$ cat config.mk
export PLATFORM = sky130hd
export DESIGN_NAME = nibble_add_sequencer
export DESIGN_NICKNAME = d
export VERILOG_FILES = /design/src/rtl/nibble_add_sequencer.sv
export SDC_FILE = /design/constraint.sdc
export NUM_CORES = 1
export LEC_CHECK = 0
export CAP_MARGIN = 10
export CORE_MARGIN = 5
export CORE_UTILIZATION = 40
export DETAILED_ROUTE_END_ITERATION = 8
export HOLD_SLACK_MARGIN = 0.05
export PLACE_DENSITY = 0.79
export SETUP_SLACK_MARGIN = 0.05
export SYNTH_ARGS = -nofsm -noshare
export SYNTH_HDL_FRONTEND = slang
export SYNTH_SLANG_ARGS = --single-unit
$ cat constraint.sdc
create_clock -name clk -period 1.7 [get_ports clk]
set_input_delay 0.255 -clock clk [delete_from_list [all_inputs] [get_ports clk]]
set_output_delay 0.255 -clock clk [all_outputs]
set_load 0.03 [all_outputs]
$ cat src/rtl/nibble_add_sequencer.sv
// nibble_add_sequencer: wide add on a shared external 4-bit adder, LSB nibble first.
// Define NIBBLE_ADD_SUB_EN to add a 'sub' input that selects A-B (carry_out=1 means no borrow).
module nibble_add_sequencer #(
  parameter int NUM_NIBBLES = 4,
  localparam int W = 4 * NUM_NIBBLES
) (
  input  logic         clk,
  input  logic         n_rst,
  input  logic         start,
  input  logic [W-1:0] op_a,
  input  logic [W-1:0] op_b,
  input  logic         carry_in,
`ifdef NIBBLE_ADD_SUB_EN
  input  logic         sub,
`endif
  output logic [3:0]   add_a,
  output logic [3:0]   add_b,
  output logic         add_cin,
  input  logic [3:0]   add_sum,
  input  logic         add_overflow,
  output logic         busy,
  output logic         done,
  output logic [W-1:0] result,
  output logic         carry_out
);

  localparam int IW = (NUM_NIBBLES > 1) ? $clog2(NUM_NIBBLES) : 1;

  typedef enum logic [1:0] {
    S_IDLE = 2'd0,
    S_ADD  = 2'd1,
    S_DONE = 2'd2
  } state_e;

  state_e        state_q;
  logic [W-1:0]  a_q;
  logic [W-1:0]  b_q;
  logic [W-1:0]  result_q;
  logic [IW-1:0] idx_q;
  logic          carry_q;
  logic          cout_q;
  logic          busy_q;
  logic          done_q;

  logic [IW-1:0] idx_d;
  logic          last_d;
  logic          cin_d;
  logic [3:0]    a_nib_d;
  logic [3:0]    b_nib_d;

`ifdef NIBBLE_ADD_SUB_EN
  logic          sub_q;
`endif

  assign idx_d  = idx_q + IW'(1);
  assign last_d = (idx_q == IW'(NUM_NIBBLES - 1));

  // Initial carry: subtraction forces a 1 so that ~B + 1 forms -B
  always_comb begin
    cin_d = carry_in;
`ifdef NIBBLE_ADD_SUB_EN
    if (sub) cin_d = 1'b1;
`endif
  end

  // Pick the operand nibbles addressed by the current index
  always_comb begin
    a_nib_d = '0;
    b_nib_d = '0;
    for (int i = 0; i < NUM_NIBBLES; i++) begin
      if (idx_q == IW'(i)) begin
        a_nib_d = a_q[4*i +: 4];
        b_nib_d = b_q[4*i +: 4];
      end
    end
  end

  // Drive the shared adder only while adding; idle it otherwise
  always_comb begin
    add_a   = '0;
    add_b   = '0;
    add_cin = 1'b0;
    if (state_q == S_ADD) begin
      add_a   = a_nib_d;
      add_b   = b_nib_d;
`ifdef NIBBLE_ADD_SUB_EN
      if (sub_q) add_b = ~b_nib_d;
`endif
      add_cin = carry_q;
    end
  end

  // Control FSM with operand, carry and result registers
  always_ff @(posedge clk or negedge n_rst) begin
    if (!n_rst) begin
      state_q  <= S_IDLE;
      a_q      <= '0;
      b_q      <= '0;
      result_q <= '0;
      idx_q    <= '0;
      carry_q  <= 1'b0;
      cout_q   <= 1'b0;
      busy_q   <= 1'b0;
      done_q   <= 1'b0;
`ifdef NIBBLE_ADD_SUB_EN
      sub_q    <= 1'b0;
`endif
    end else begin
      done_q <= 1'b0;
      unique case (state_q)
        S_IDLE: begin
          if (start) begin
            a_q      <= op_a;
            b_q      <= op_b;
            carry_q  <= cin_d;
            idx_q    <= '0;
            result_q <= '0;
            cout_q   <= 1'b0;
            busy_q   <= 1'b1;
`ifdef NIBBLE_ADD_SUB_EN
            sub_q    <= sub;
`endif
            state_q  <= S_ADD;
          end
        end
        S_ADD: begin
          for (int i = 0; i < NUM_NIBBLES; i++) begin
            if (idx_q == IW'(i)) result_q[4*i +: 4] <= add_sum;
          end
          carry_q <= add_overflow;
          if (last_d) begin
            cout_q  <= add_overflow;
            done_q  <= 1'b1;
            state_q <= S_DONE;
          end else begin
            idx_q <= idx_d;
          end
        end
        S_DONE: begin
          busy_q  <= 1'b0;
          state_q <= S_IDLE;
        end
        default: begin
          busy_q  <= 1'b0;
          state_q <= S_IDLE;
        end
      endcase
    end
  end

  assign busy      = busy_q;
  assign done      = done_q;
  assign result    = result_q;
  assign carry_out = cout_q;

endmodule

==> flow_summary.ini, run 1 <==
[outcome]
outcome = complete, but fails checks
violations = negative setup slack

[final_layout]
final_common_cell = dfrtp_1
antennaDiodeCount = 0
layout.cells.most_common_list = dfrtp_1 (54), mux2_2 (48), clkdlybuf4s50_1 (41)
drive_above_1_share_pct = 45.49
fin_area_um2 = 3981
finalNonFillerCells = 365
syn_to_final_growth_pct = 53.42
fin_nets = 332

[floorplanning]
die_h_um = 90.55
initial_utilization_pct = 41.10
ios = 69
num_rows = 29
die_area_um2 = 8198
core_um2 = 6314
die_w_um = 90.55

[critical_path]
crit_path_max_incr_delay_ns = 0.39
required_ns = 1.44
worstPathCellList = buf_4 > ha_4 > nor3b_4 > buf_12 > o21ai_2 > o21ai_4 > buf_6
end_kind = output pin
startpoint_type = flip-flop
worst-setup-path-type = reg -> out
cp_slowest_cell = dfrtp_1
arrival_ns = 1.77
critical_path.max_fanout = 8

[power_and_ir_drop]
irDropWorstVdd_mv = 1.124
seqPwrFrac_pct = 29.8
power_density_nw_per_um2 = 2091
combinationalPowerShare_pct = 61.1
p_sw_share_pct = 40.79
clkPwrFrac_pct = 9.1
p_leak_uw = 0.001752
switchingPower_uw = 3396
power.internal_uw = 4929

[placed_design]
dp.cells = 348
globalplace.congestion = 0.7690
port_buffers = 68
dpl.hpwl_mm = 4.492
placed_cell_area_um2 = 3641

[timing]
tightest_slew_ns = 0.3208
rsz0062_at_grt = true
setup_ws_ns = -0.3258
hold_viol = 0
post-route-min-period_ns = 2.026
finClkSkew_ns = 0.005547
setup_viol = 8
max_freq_ghz = 0.4936
slew_headroom_pct = 78.58
maxSlewViolCount = 0
finalCritPeriodShare_pct = 119.2

[logic_synthesis]
syn_area_um2 = 2595
synth_top_area_share_pct = 54.00
avgSynthCellArea_um2 = 13.11
synth_area_leader_cell = dfrtp_1
synthDistinctLibCells = 26
yosysWarnings = 0
synth_fp_nets = 243
ys_ff_latch = 56
synthTopCellsByArea = dfrtp_1 (54%), mux2_2 (21%), a22o_1 (6.1%)
syn_inst = 198
yosysSeqAreaShare_pct = 54.00

[drt]
drcViolationCount = 0
first_pass_iters = 4
vias = 1923
ant_nets = 0
routed_wl_mm = 6.349
drtIter0Drc = 45
vias_per_cell = 5.268
wl_per_cell_um = 17.39

[grt]
grt_start_max_net_pins = 57
grt_pass1_vias = 2128
grt_use_total_pct = 15.87
grt_pass1_wl_mm = 10.72
antenna_found_initial = 0
grt-ovfl-total = 0

[clock_tree]
cts_tree = done
cts_buffer_depth = 2
cts_sinks = 56
worst_skew_pair.late_latency_ns = 0.31
cts-buffers-inserted = 5
htreeDepth = 2
cts_root_buf = clkbuf_8
cts.clk_slew.worst_paths_ns = 0.10

[worst_hold_path]
hold_path.class = in -> async

[flow_run]
maxCapViolCount = 0
## power by group through the flow
stage          logic (uW)  clock network [uW]  registers (uW)
3_3_place_gp         4450                   0            2430
5_1_grt              5430                 839            2560
3_5_place_dp         4550                   0            2450
6_report             5090                 760            2480
4_1_cts              5040                 790            2470
2_1_floorplan        2840                   0            2680
## layer usage
layer | vias to the layer above | global-route usage [%] | routed length [um] | share of wire, %
met1 | 948 | 20.72 | 2766 | 44
met4 | 0 | 2.605 | 40 | 0.63
li1 | 901 | - | - | -
met5 | - | 0 | 0 | 0
met2 | 70 | 26.39 | 3118 | 49
met3 | 4 | 4.750 | 424 | 6.7
## Yosys cell counts, drive strengths merged
master   n
dfrtp   56
a221oi   8
nor3b    2
o21ai   18
mux2    50
nor2     1
a31oi    1
nor2b    8
and3b    2
buf      9
a21o     1
ha       4
a22oi    1
inv      5
nand2    8
a22o    18
and3     1
clkbuf   5
## stage by stage
stage          worst slack [ns]  setup TNS, ns  total power, uW  hold WS [ns]  util [%]
2_1_floorplan           0.02655              0             5526      -0.04059         -
3_3_place_gp            -0.3546         -3.391             6880        0.2775     57.67
3_5_place_dp            -0.4411         -4.346             7007        0.2766     57.67
4_1_cts                 -0.3668         -2.848             8297        0.4788     62.21
5_1_grt                 -0.4297         -3.555             8830        0.5032     63.06
6_report                -0.3258         -2.552             8325        0.4705     63.06
## cell type report
| type | instances | area (um2) |
|---|---|---|
| fillers | 507 | 2332 |
| well taps | 77 | 96.34 |
| clock inverters | 2 | 15.01 |
| repair buffers | 96 | 979.7 |
| clock buffers | 6 | 82.58 |
| multi-input cells | 123 | 1383 |
| inverters | 5 | 21.27 |
| flip-flops and latches | 56 | 1404 |
## path summary, 6_finish.rpt
kind	startpoint	end	slack [ns]	cells past startpoint
max in group asynchronous	n_rst	state_q[1]$_DFFE_PN0P_	0.96	3
min in group clk	busy$_DFFE_PN0P_	busy$_DFFE_PN0P_	0.49	1
worst min-delay path	n_rst	a_q[2]$_DFFE_PN0P_	0.47	3
worst max register to register	idx_q[1]$_DFFE_PN0P_	idx_q[0]$_DFFE_PN0P_	0.01	8
worst min register to register	busy$_DFFE_PN0P_	busy$_DFFE_PN0P_	0.49	1
worst max-delay path	idx_q[1]$_DFFE_PN0P_	add_a[1]	-0.33	7
## state kept, by name (all words and copies together), names as in the netlist
signal     flops
busy           1
carry_out      1
idx_q          2
result        16
carry_q        1
b_q           16
state_q        2
done           1
a_q           16
## what timing repair did
item | CTS | global route
resized for setup | 42 | 8
hold endpoints to repair | 56 | 0
hold buffers | 1 | 0
endpoints found under the setup margin | 27 | 21
buffers inserted | 6 | 2
pin swaps | 5 | 1
cloned | 0 | 0
## critical path: cells and delay by family, from the launching register on
family,cells,cell delay (ns)
adders and majority gates,1,0.17
and+or+nand+nor,1,0.22
DFF,1,0.39
buffers and inverters,3,0.47
AOI/OAI and AO/OA,2,0.21
## kinds of logic after synthesis
group	synth area share, %
AO/OA/AOI/OAI	13.21
AND/OR/NAND/NOR	5.160
multiplexers	21.70
flip-flops	54.00
buffers and inverters	4.002
adder cells (fa/ha/maj)	1.929
Note: power is estimated with default switching activity, not from simulation.
==> run 2: changes to the inputs <==
- CORE_MARGIN: 5 -> 2
==> flow_summary.ini, run 2 (same netlist as run 1, synthesis figures left out) <==
[drt]
first_pass_iters = 4
vias_per_cell = 5.534
drtIter0Drc = 72
drcViolationCount = 0
wl_per_cell_um = 18.87
ant_nets = 0
routed_wl_mm = 6.886
vias = 2020

[placed_design]
globalplace.congestion = 0.7520
pre_cts_slack_ns = -0.3811
port_buffers = 68
dpl.hpwl_mm = 4.330

[timing]
finClkSkew_ns = 0.005541
post-route-min-period_ns = 2.050
tightest_slew_ns = 0.4939
slew_headroom_pct = 67.08
rsz0062_at_grt = true
setup_viol = 8
maxSlewViolCount = 0
setup_ws_ns = -0.3505
max_freq_ghz = 0.4877
finalCritPeriodShare_pct = 120.6
hold_slack_ns = 0.4446
hold_viol = 0

[power_and_ir_drop]
p_leak_uw = 0.001903
p_sw_share_pct = 40.73
clkPwrFrac_pct = 10.5
combinationalPowerShare_pct = 61.2
irDropWorstVdd_mv = 1.059
power_density_nw_per_um2 = 2156
seqPwrFrac_pct = 28.2
power.internal_uw = 5327
switchingPower_uw = 3660

[floorplanning]
initial_utilization_pct = 41.10
num_rows = 29
die_h_um = 84.55
die_w_um = 84.55
die_area_um2 = 7148
ios = 69
core_um2 = 6314

[final_layout]
final_common_cell = dfrtp_1
syn_to_final_growth_pct = 60.61
fill_cells = 471
drive_above_1_share_pct = 47.22
antennaDiodeCount = 0
layout.cells.most_common_list = dfrtp_1 (54), mux2_2 (47), clkdlybuf4s50_1 (40)
fin_nets = 332

[clock_tree]
cts_sinks = 56
htreeDepth = 2
cts-buffers-inserted = 5
worst_skew_pair.late_latency_ns = 0.31
cts_root_buf = clkbuf_8
cts.clk_slew.worst_paths_ns = 0.10
cts_buffer_depth = 2
cts_tree = done

[critical_path]
arrival_ns = 1.80
end_kind = output pin
crit_path_max_incr_delay_ns = 0.42
worstPathCellList = buf_6 > ha_4 > nor3b_4 > buf_6 > o21ai_4 > o21ai_4 > buf_6
critical_path.max_fanout = 5
worst_path_most_repeated_cell = buf_6
worst-setup-path-type = reg -> out
startpoint_type = flip-flop
required_ns = 1.44
cp_slowest_cell = dfrtp_1

[grt]
grt_use_total_pct = 19.58
grt-ovfl-total = 0
grt_pass1_vias = 2182
grt_pass1_wl_mm = 11.07
grt_start_max_net_pins = 25
antenna_found_initial = 0

[outcome]
violations = negative setup slack
outcome = complete, but fails checks

[flow_run]
maxCapViolCount = 0

[worst_hold_path]
hold_path.class = in -> async
run 2: worst paths after layout:
| kind | depth (start not counted) | slack (ns) | to | startpoint |
|---|---|---|---|---|
| worst max-delay path | 7 | -0.35 | add_b[0] | idx_q[0]$_DFFE_PN0P_ |
| worst min-delay path | 2 | 0.44 | a_q[5]$_DFFE_PN0P_ | n_rst |
| worst max register to register | 8 | 0 | idx_q[0]$_DFFE_PN0P_ | idx_q[0]$_DFFE_PN0P_ |
| worst min register to register | 1 | 0.50 | busy$_DFFE_PN0P_ | busy$_DFFE_PN0P_ |
| max in group asynchronous | 3 | 0.77 | b_q[8]$_DFFE_PN0P_ | n_rst |
| min in group clk | 1 | 0.50 | busy$_DFFE_PN0P_ | busy$_DFFE_PN0P_ |
run 2: final cells by class:
class / count / area (um2) / share of cell area [%]
multi-input combinational: 124 / 1478 / 35.45
sequential: 56 / 1404 / 33.68
tap: 77 / 96.34 / 2.312
timing repair buffer: 95 / 1040 / 24.95
inverter: 5 / 23.77 / 0.5704
clock buffer: 7 / 96.34 / 2.312
clock inverter: 1 / 30.03 / 0.7205
run 2: what timing repair did:
action,CTS,global route
cloned,1,1
hold endpoints to repair,17,0
setup buffers,10,1
pin swaps,10,4
gates resized for setup,47,30
hold buffers,1,0
setup endpoints to repair,20,34
run 2: per-stage QoR:
step / total power (uW) / util, % / instances / setup TNS, ns / cell area [um2]
final: 8987 / 66.01 / 365 / -2.703 / 4168
after detailed placement: 6963 / 57.75 / 347 / -2.667 / 3646
after global routing: 9454 / 66.01 / 365 / -3.309 / 4168
after CTS: 8851 / 64.61 / 365 / -2.909 / 4079
after global placement: 6848 / 57.75 / 347 / -2.596 / 3646
after floorplan: 5526 / - / 198 / 0 / 2805
run 2: worst max-delay path, delay by kind of cell (launching register included):
family	cells	cell delay, ns
and+or+nand+nor	1	0.22
AOI/OAI and AO/OA	2	0.21
adders and majority gates	1	0.15
buffers and inverters	3	0.48
DFF	1	0.42
run 2: power groups by stage:
stage                     Combinational, uW  Clock (uW)  Sequential [uW]
after detailed placement               4530           0             2430
after global placement                 4430           0             2420
after CTS                              5410         963             2480
after global routing                   5810        1020             2620
final                                  5500         948             2530
after floorplan                        2840           0             2680
run 2: layer usage:
layer | global-route usage, % | share of wire, %
met2 | 32.43 | 48
met5 | 0 | 0
met1 | 26.18 | 44
met3 | 5.015 | 6.0
met4 | 4.185 | 2.0
==> run 3: changes to the inputs <==
- MAX_ROUTING_LAYER: not set -> met4
==> flow_summary.ini, run 3 (same netlist as run 1, synthesis figures left out) <==
[critical_path]
required_ns = 1.44
worst-setup-path-type = reg -> out
arrival_ns = 1.79
startpoint_type = flip-flop
critical_path.max_fanout = 5
end_kind = output pin

[clock_tree]
cts-buffers-inserted = 5
worst_skew_pair.late_latency_ns = 0.30
cts_tree = done
cts_root_buf = clkbuf_8
cts_sinks = 56
cts.clk_slew.worst_paths_ns = 0.10
htreeDepth = 2
cts_buffer_depth = 2

[floorplanning]
initial_utilization_pct = 41.10
die_w_um = 84.55
core_um2 = 6314
num_rows = 29
die_area_um2 = 7148
ios = 69
die_h_um = 84.55

[final_layout]
fin_nets = 332
syn_to_final_growth_pct = 60.61
final_common_cell = dfrtp_1
fin_area_um2 = 4168
antennaDiodeCount = 0
drive_above_1_share_pct = 47.22
layout.cells.most_common_list = dfrtp_1 (54), mux2_2 (47), clkdlybuf4s50_1 (40)

[grt]
grt_pass1_wl_mm = 11.09
antenna_found_initial = 0
grt-ovfl-total = 0
grt_use_total_pct = 20.26
grt_pass1_vias = 2170
grt_start_max_net_pins = 25

[drt]
ant_nets = 0
wl_per_cell_um = 18.84
routed_wl_mm = 6.875
drtIter0Drc = 75
vias_per_cell = 5.534
first_pass_iters = 4
drcViolationCount = 0
vias = 2020

[power_and_ir_drop]
power_density_nw_per_um2 = 2156
p_leak_uw = 0.001903
irDropWorstVdd_mv = 1.057

[placed_design]
port_buffers = 68
globalplace.congestion = 0.7617
dpl.hpwl_mm = 4.330
placed_cell_area_um2 = 3646
pre_cts_slack_ns = -0.3811

[worst_hold_path]
hold_path.class = in -> async

[timing]
setup_ws_ns = -0.3456
post-route-min-period_ns = 2.046
tightest_slew_ns = 0.4924
setup_viol = 8
finalCritPeriodShare_pct = 120.3
finClkSkew_ns = 0.006430
maxSlewViolCount = 0
rsz0062_at_grt = true
max_freq_ghz = 0.4889
slew_headroom_pct = 67.17
hold_viol = 0

[outcome]
outcome = complete, but fails checks
violations = negative setup slack

[flow_run]
maxCapViolCount = 0
## run 3: cell counts in the layout (fill, tap and decap cells not counted)
No cell type changed its count.
## run 3: metal layers
metal,vias to the layer above,share of wire (%),GRT usage [%]
met2,75,49,32.50
met5,-,0,-
met4,0,1.4,4.185
met1,1025,44,26.95
li1,911,-,-
met3,9,5.3,4.130
## run 3: what timing repair did
action | in CTS | in global routing
cloned | 1 | 1
hold buffers | 1 | 0
gates resized for setup | 47 | 30
setup buffers | 10 | 1
pin swaps | 10 | 4
endpoints found under the setup margin | 20 | 34
endpoints found under the hold margin | 17 | 0
## run 3: layout make-up
cell class | count | area, um2
tap | 77 | 96.34
clock inverter | 1 | 30.03
clock buffer | 7 | 96.34
fill | 471 | 2146
multi-input combinational | 124 | 1478
sequential | 56 | 1404
timing repair buffer | 95 | 1040
inverter | 5 | 23.77
## run 3: per-stage QoR
| stage | hold slack (ns) | utilization [%] | instances | setup TNS [ns] | power, uW |
|---|---|---|---|---|---|
| after CTS | 0.4523 | 64.61 | 365 | -2.909 | 8851 |
| after detailed placement | 0.2431 | 57.75 | 347 | -2.667 | 6963 |
| after global placement | 0.2361 | 57.75 | 347 | -2.596 | 6848 |
| final | 0.4436 | 66.01 | 365 | -2.681 | 8984 |
| after floorplan | -0.04059 | - | 198 | 0 | 5526 |
| after global routing | 0.4880 | 66.01 | 365 | -3.301 | 9452 |
## run 3: critical path, stage by stage, from the launching register on
cell and delay (ns):
dfrtp_1 0.42, buf_6 0.14, ha_4 0.15, nor3b_4 0.22, buf_6 0.19, o21ai_4 0.08, o21ai_4 0.14, buf_6 0.15
## run 3: where the power goes
part | total (uW) | internal [uW] | switching [uW] | leakage (uW)
Sequential | 2540 | 1970 | 565 | 0.000684
Clock | 946 | 520 | 426 | 0.0000645
Combinational | 5500 | 2840 | 2670 | 0.00115
Total | 8980 | 5330 | 3660 | 0.00190
## run 3: final timing paths
| check | from | endpoint | slack [ns] | depth (start not counted) |
|---|---|---|---|---|
| max | idx_q[0]$_DFFE_PN0P_ | add_b[0] | -0.35 | 7 |
| min | n_rst | a_q[5]$_DFFE_PN0P_ | 0.44 | 2 |
| max reg2reg | idx_q[0]$_DFFE_PN0P_ | idx_q[0]$_DFFE_PN0P_ | 0 | 8 |
| min reg2reg | busy$_DFFE_PN0P_ | busy$_DFFE_PN0P_ | 0.50 | 1 |
| max in group asynchronous | n_rst | b_q[8]$_DFFE_PN0P_ | 0.77 | 3 |
| min in group clk | busy$_DFFE_PN0P_ | busy$_DFFE_PN0P_ | 0.50 | 1 |
